`src/rtl/seq_sub_pkg.sv`:
```
// Shared types and helpers for the digit-serial subtractor.
// Holds the FSM state encoding, the counter width rule and the overflow rule.
package seq_sub_pkg;

    typedef enum logic [1:0] {
        IDLE = 2'd0,
        RUN  = 2'd1,
        DONE = 2'd2
    } state_t;

    // A single-digit configuration still needs a 1-bit counter.
    function automatic int cnt_width(input int ndig);
        return (ndig > 1) ? $clog2(ndig) : 1;
    endfunction

    function automatic logic ovf_of(input logic a_msb, input logic b_msb, input logic d_msb);
        return (a_msb != b_msb) && (d_msb != a_msb);
    endfunction

endpackage

```
`src/rtl/sub_digit.sv`:
```
// Combinational ripple of DIGIT full-subtractor cells: {bout, d} = a - b - bin.
module sub_digit #(
    parameter int DIGIT = 4
) (
    input  logic [DIGIT-1:0] a,
    input  logic [DIGIT-1:0] b,
    input  logic             bin,
    output logic [DIGIT-1:0] d,
    output logic             bout
);

    logic [DIGIT:0] brw;

    assign brw[0] = bin;

    for (genvar i = 0; i < DIGIT; i++) begin : g_cell
        assign d[i]       = a[i] ^ b[i] ^ brw[i];
        assign brw[i+1]   = (~a[i] & b[i]) | (~(a[i] ^ b[i]) & brw[i]);
    end

    assign bout = brw[DIGIT];

endmodule

```
`src/rtl/seq_subtractor.sv`:
```
// Digit-serial subtractor: DIFF = A - B - BIN, DIGIT bits per clock, LSB digit first.
// Results are registered and held until the next job completes.
module seq_subtractor
    import seq_sub_pkg::*;
#(
    parameter int WIDTH = 16,
    parameter int DIGIT = 4
) (
    input  logic             clk,
    input  logic             rst_n,
    input  logic             start,
    input  logic [WIDTH-1:0] a,
    input  logic [WIDTH-1:0] b,
    input  logic             bin,
    output logic             busy,
    output logic             done,
    output logic [WIDTH-1:0] diff,
    output logic             bout,
    output logic             ovf
);

    localparam int            NDIG = WIDTH / DIGIT;
    localparam int            CW   = cnt_width(NDIG);
    localparam logic [CW-1:0] LAST = CW'(NDIG - 1);

    state_t           state, state_nx;
    logic [CW-1:0]    cnt;
    logic [WIDTH-1:0] a_sh, b_sh, res_sh;
    logic [WIDTH-1:0] a_nx, b_nx, res_nx;
    logic             brw;
    logic             a_msb, b_msb;
    logic [DIGIT-1:0] dig_d;
    logic             dig_bout;
    logic             accept;
    logic             last;

    sub_digit #(.DIGIT(DIGIT)) u_digit (
        .a    (a_sh[DIGIT-1:0]),
        .b    (b_sh[DIGIT-1:0]),
        .bin  (brw),
        .d    (dig_d),
        .bout (dig_bout)
    );

    // Result digits enter from the top so the LSB digit lands at bit 0 after NDIG shifts.
    if (DIGIT == WIDTH) begin : g_single
        assign a_nx   = '0;
        assign b_nx   = '0;
        assign res_nx = dig_d;
    end else begin : g_multi
        assign a_nx   = {{DIGIT{1'b0}}, a_sh[WIDTH-1:DIGIT]};
        assign b_nx   = {{DIGIT{1'b0}}, b_sh[WIDTH-1:DIGIT]};
        assign res_nx = {dig_d, res_sh[WIDTH-1:DIGIT]};
    end

    always_comb begin
        state_nx = state;
        accept   = 1'b0;
        last     = (cnt == LAST);
        case (state)
            IDLE, DONE: begin
                if (start) begin
                    accept   = 1'b1;
                    state_nx = RUN;
                end else begin
                    state_nx = IDLE;
                end
            end
            RUN:     if (last) state_nx = DONE;
            default: state_nx = IDLE;
        endcase
    end

    always_ff @(posedge clk) begin
        if (!rst_n) state <= IDLE;
        else        state <= state_nx;
    end

    always_ff @(posedge clk) begin
        if (!rst_n) begin
            cnt    <= '0;
            a_sh   <= '0;
            b_sh   <= '0;
            res_sh <= '0;
            brw    <= 1'b0;
            a_msb  <= 1'b0;
            b_msb  <= 1'b0;
            diff   <= '0;
            bout   <= 1'b0;
            ovf    <= 1'b0;
        end else if (accept) begin
            cnt    <= '0;
            a_sh   <= a;
            b_sh   <= b;
            brw    <= bin;
            a_msb  <= a[WIDTH-1];
            b_msb  <= b[WIDTH-1];
        end else if (state == RUN) begin
            cnt    <= cnt + 1'b1;
            a_sh   <= a_nx;
            b_sh   <= b_nx;
            res_sh <= res_nx;
            brw    <= dig_bout;
            if (last) begin
                diff <= res_nx;
                bout <= dig_bout;
                ovf  <= ovf_of(a_msb, b_msb, res_nx[WIDTH-1]);
            end
        end
    end

    assign busy = (state == RUN);
    assign done = (state == DONE);

endmodule
```
`config.mk`:
```
export PLATFORM = sky130hd
export DESIGN_NAME = seq_subtractor
export DESIGN_NICKNAME = d
export VERILOG_FILES = /design/src/rtl/seq_sub_pkg.sv /design/src/rtl/sub_digit.sv /design/src/rtl/seq_subtractor.sv
export SDC_FILE = /design/constraint.sdc
export NUM_CORES = 1
export LEC_CHECK = 0
export BUFFER_PORTS_ARGS = -buffer_cell sky130_fd_sc_hd__buf_4
export CORE_MARGIN = 4
export CORE_UTILIZATION = 40
export DETAILED_ROUTE_END_ITERATION = 6
export PLACE_DENSITY = 0.7
export SYNTH_ARGS = -nofsm -noshare
export SYNTH_HDL_FRONTEND = slang
export SYNTH_SLANG_ARGS = --single-unit
```
`constraint.sdc`:
```
create_clock -name clk -period 3.5 [get_ports clk]
set_clock_uncertainty 0.05 [all_clocks]
set_input_delay 0.35 -clock clk [delete_from_list [all_inputs] [get_ports clk]]
set_output_delay 0.35 -clock clk [all_outputs]
set_load 0.01 [all_outputs]
```
# Yosys cells after proc, flatten, opt, wreduce, memory -nomap -nowiden
# Cells that the tools add are included.
# totals
word_cells,66
rom_bits,0
inputBits,36
latchBits,0
register_bits,73
mem_bits_rw,0
memories,0
output_inout_bits,20
# classes
bitwise,30
shift,0
magnitude_cmp,0
n_mux,11
div,0
addsub,1
multipliers,0
n_eq_ne,6
reduce_logical,7
# ops
operator,count
2-to-1 mux 16 bit,4
NOT 1 bit,10
bitwise AND 1 bit,8
XOR 1 bit,8
2-to-1 mux 1 bit,5
== test 2 bit (second input constant),2
OR 1 bit,4
one-hot mux 2 bit (2 select lines),1
OR reduction 2 bit,2
AND reduction 3 bit,1
adder 2 x 1 -> 2 bit (second input constant),1
== test 2 x 1 -> 1 bit (second input constant),1
zero test 2 bit,1
2-to-1 mux 2 bit,1
inequality test 1 bit,2
inequality test 2 x 1 -> 1 bit (second input constant),1
AND reduction 2 bit,1
nonzero test 2 bit,1
logical AND 1 bit,1

# Longest topological paths before layout
# logic_depth
ltp_word,12
ltp_mapped,9
mapped_depth_nobuf,9

# By module
# From an unflattened synthesis, not the netlist that was laid out.
# hier_totals
cells_unflattened,331
hier_area_um2,2931.6
# modules_own_cells
module,area_per_inst_um2,cells_each,seq_area_each_um2,instances
seq_subtractor,2813.9,317,1381.3,1
sub_digit,117.6,14,0.0,1

# Least setup slack after synthesis
# OpenSTA, ideal clock, no wires.
# synth_timing
path_type,register to register
start,register b_sh[0]
end,register ovf
n_path_buf,0
period_less_slack_ps,2493
arrival_ps,2369
required_ps,3376
setup_ps,74
path_stages_with_launch,10
path_slack_ps,1007
path_cell_list,dfxtp_1 -> inv_1 -> fa_1 -> inv_1 -> fa_1 -> fa_1 -> inv_1 -> fa_1 -> or3b_2 -> a31oi_1
# synth_via
elab_chain_len,11
word_cells_on_any_way,12
cone_classes,eq/ne (1); bitwise (10); reduce/logical (1)
# synth_lines
element,line,rtl
"start, declared",seq_subtractor.sv:28,"logic [WIDTH-1:0] a_sh, b_sh, res_sh;"
"start signal, assigned",seq_subtractor.sv:101,b_sh <= b_nx;
XOR 1 bit,sub_digit.sv:18,assign brw[i+1] = (~a[i] & b[i]) | (~(a[i] ^ b[i]) & brw[i]);
NOT 1 bit,sub_digit.sv:18,
bitwise AND 1 bit,sub_digit.sv:18,
OR 1 bit (*),sub_digit.sv:18,
bitwise AND 1 bit (*),sub_digit.sv:18,
OR 1 bit (*),sub_digit.sv:18,
bitwise AND 1 bit (*),sub_digit.sv:18,
OR 1 bit (*),sub_digit.sv:18,
XOR 1 bit (*),sub_digit.sv:17,assign d[i] = a[i] ^ b[i] ^ brw[i];
named net dig_d[3],seq_subtractor.sv:32,logic [DIGIT-1:0] dig_d;
inequality test 1 bit (*),seq_sub_pkg.sv:17,return (a_msb != b_msb) && (d_msb != a_msb);
logical AND 1 bit (*),seq_sub_pkg.sv:17,
"end signal, assigned",seq_subtractor.sv:107,"ovf <= ovf_of(a_msb, b_msb, res_nx[WIDTH-1]);"
"end, declared",seq_subtractor.sv:19,output logic ovf
# Mark *: on every way through the listed nets, which the timed path passes. The rest lies on a longest branch.
# A chain may end at the register's enable or synchronous reset.

# Worst setup path after layout
# Ends and elaborated chain as after synthesis.

==> reports/results.ini <==
[floorplanning]
ioPinCount = 56
die_area_um2 = 8581
fp.dieW_um = 92.64
rows = 30
fp.dieH_um = 92.64
start_util_pct = 41.71
core_region_area_um2 = 6869

[global_route]
grt_pass1_vias = 2166
grt_usage_pct = 14.10
grt_max_degree = 67
grt_remaining_overflow = 0
antenna_found_initial = 0
grt_pass1_wl_um = 9735

[synth]
yosysUniqueCellTypes = 27
ys.flop_type = dfxtp_1
syn_area_per_cell_um2 = 8.656
netlist.area_leader.share_pct = 48.21
synth_common_cells = nand2_1, dfxtp_1, a21boi_1, o21ai_0, a31oi_1
synth_warnings = 0
synth_seq_cells = 69
seq_area_frac_synth_pct = 48.21
yosys.area.top_type = dfxtp_1
synth_area_um2 = 2865
synth_area_leaders = dfxtp_1, nand2_1, a21boi_1
syn_inst = 331
postSynthNetCount = 372
ys_async_sr_fraction_pct = 0
yosysMostFrequentCell = nand2_1
synth_edf_count = 0

[drt]
dr.pass1.iters = 4
detail_route.wl_per_cell_um = 12.22
num_vias = 2295
drcViolationCount = 0
wl_um = 5754
drt-initial-drc-count = 159
ant_nets = 0
via_per_inst = 4.873

[sta]
clock.fmax_mhz = 389.1
finalSetupViolCount = 0
fin_crit_sh_pct = 73.42
slew_headroom_pct = 36.11
fin_ws_ns = 0.9303
tns_ns = 0
min_period_ns = 2.570
worst_pin_slew_ns = 0.9584
hold_viol_final = 0
rsz0062_at_grt = no
final_max_slew_viol_count = 0

[power]
clkPwrFrac_pct = 35.8
p_leak_nw = 1.364
intPower_w = 0.001223
seqPwrFrac_pct = 52.4
swShare_pct = 24.54
p_switching_w = 0.0003976
ir_drop_uv = 255.2
power_density_nw_per_um2 = 475.4
comb_power_share_pct = 11.8

[status]
status = finished clean

[setup_path]
crit_required_ns = 3.72
cp-end-kind = flip-flop
cpMostUsedCell = fa_1
max_stage_delay_ns = 0.46
ff2ff_path_depth = 9
cp_max_fo = 4
crit_chain = inv_1 -> fa_1 -> inv_1 -> fa_1 -> fa_1 -> inv_1 -> fa_1 -> or3b_2 -> a31oi_1
critical_path.slowest_cell = fa_1
critPathArrivalTime_ns = 2.79
startpoint_type = flip-flop
crit_type = reg -> reg
cp_top_family = adder cells
crit_cells = 9
worst-path-buf-inv = 3

[clock_tree]
numCtsBuffers = 9
post_cts_buffers = 0
htree_num_levels = 3
cts_root_buf = clkbuf_8
clk_pin_slew_ns = 0.07
cts_sinks = 69
cts-resized-gates = 0
hold_buffers = 0
insertion_delay_ns = 0.33
cts_tree = yes
cts_buffer_depth = 2

[min_path]
holdPathStages = 3
worstHoldPathType = in -> reg

[placement]
port_buffers = 55
dpl.cell_count = 456
pre_cts_ws_ns = 0.9208
routabilityCongestion = 0.7447
dp_hpwl_um = 3799

[final_layout]
antenna_cells = 0
stdcell_count = 471
syn_to_final_growth_pct = 18.95
drive_above_1_share_pct = 19.47
nNetsFinal = 412

[job]
max_cap_viol_count = 0

per-stage QoR:
stage | total power, W | instance area, µm² | utilization [%] | hold slack, ns
after global routing | 0.001705 | 3408 | 49.62 | 0.1968
after CTS | 0.001642 | 3408 | 49.62 | 0.1908
after detailed placement | 0.001060 | 3231 | 47.03 | 0.3969
after floorplan | 0.001009 | 2865 | - | 0.3810
after global placement | 0.001056 | 3231 | 47.03 | 0.3912
final | 0.001620 | 3408 | 49.62 | 0.2090
per-layer routing:
metal / vias up / track usage, % / share of wire (%)
li1: 1188 / - / -
met1: 1053 / 16.70 / 46
met2: 51 / 24.71 / 48
met3: 3 / 5.361 / 5.9
met4: 0 / 2.198 / 0.54
met5: - / 0 / 0
worst paths after layout:
check                  startpoint                     to  slack [ns]
max reg2reg  b_sh[0]$_SDFFE_PN0P_       ovf$_SDFFE_PN0P_        0.93
min reg2reg  diff[9]$_SDFFE_PN0P_   diff[9]$_SDFFE_PN0P_        0.40
max          b_sh[0]$_SDFFE_PN0P_       ovf$_SDFFE_PN0P_        0.93
min                         a[14]  a_sh[14]$_SDFFE_PN0P_        0.21
area by class of cell:
type	instances	area (µm²)
fillers	711	3461
flip-flops and latches	69	1381
well taps	96	120.1
multi-input cells	226	1266
inverters	8	35.03
repair buffers	57	427.9
clock buffers	14	172.7
clock inverters	1	5.005
cells by family (layout without fill, tap and decap cells):
| family | after synthesis | after routing | share of synthesized area [%] |
|---|---|---|---|
| buffers and inverters | 36 | 80 | 7.686 |
| and+or+nand+nor | 127 | 127 | 18.38 |
| AOI/OAI and AO/OA | 93 | 93 | 22.18 |
| adders and majority gates | 5 | 5 | 3.231 |
| DFF | 69 | 69 | 48.21 |
| xor gates and xnor gates | 1 | 1 | 0.3057 |
cells in the final DEF, fill, tap and decap left out, types with 5 or more instances in the layout:
cell      instances
nand2_1         102
dfxtp_1          69
buf_4            57
a21boi_1         33
o21ai_0          18
a31oi_1          17
nand3_1          14
clkbuf_8         12
a22oi_1           8
inv_1             7
a21boi_0          7
o211a_1           5
flip-flops by register name, summed over array words and instances, names as in the netlist, 2 cells and up:
register  count
res_sh       12
b_sh         16
cnt           2
a_sh         16
diff         16
state         2
power by group through the flow:
stage	logic [W]	registers, W	clock network [W]
after global routing	0.000216	0.000855	0.000635
after global placement	0.000190	0.000865	0
final	0.000191	0.000849	0.000580
after detailed placement	0.000193	0.000867	0
after floorplan	0.000148	0.000861	0
after CTS	0.000194	0.000849	0.000599
worst reg2reg max path: stages, from the launching register on:
cell and delay (ns):
dfxtp_1 0.31, inv_1 0.07, fa_1 0.16, inv_1 0.05, fa_1 0.37, fa_1 0.36, inv_1 0.07, fa_1 0.46
or3b_2 0.45, a31oi_1 0.16
No activity file was read; power rests on OpenSTA's default activity.
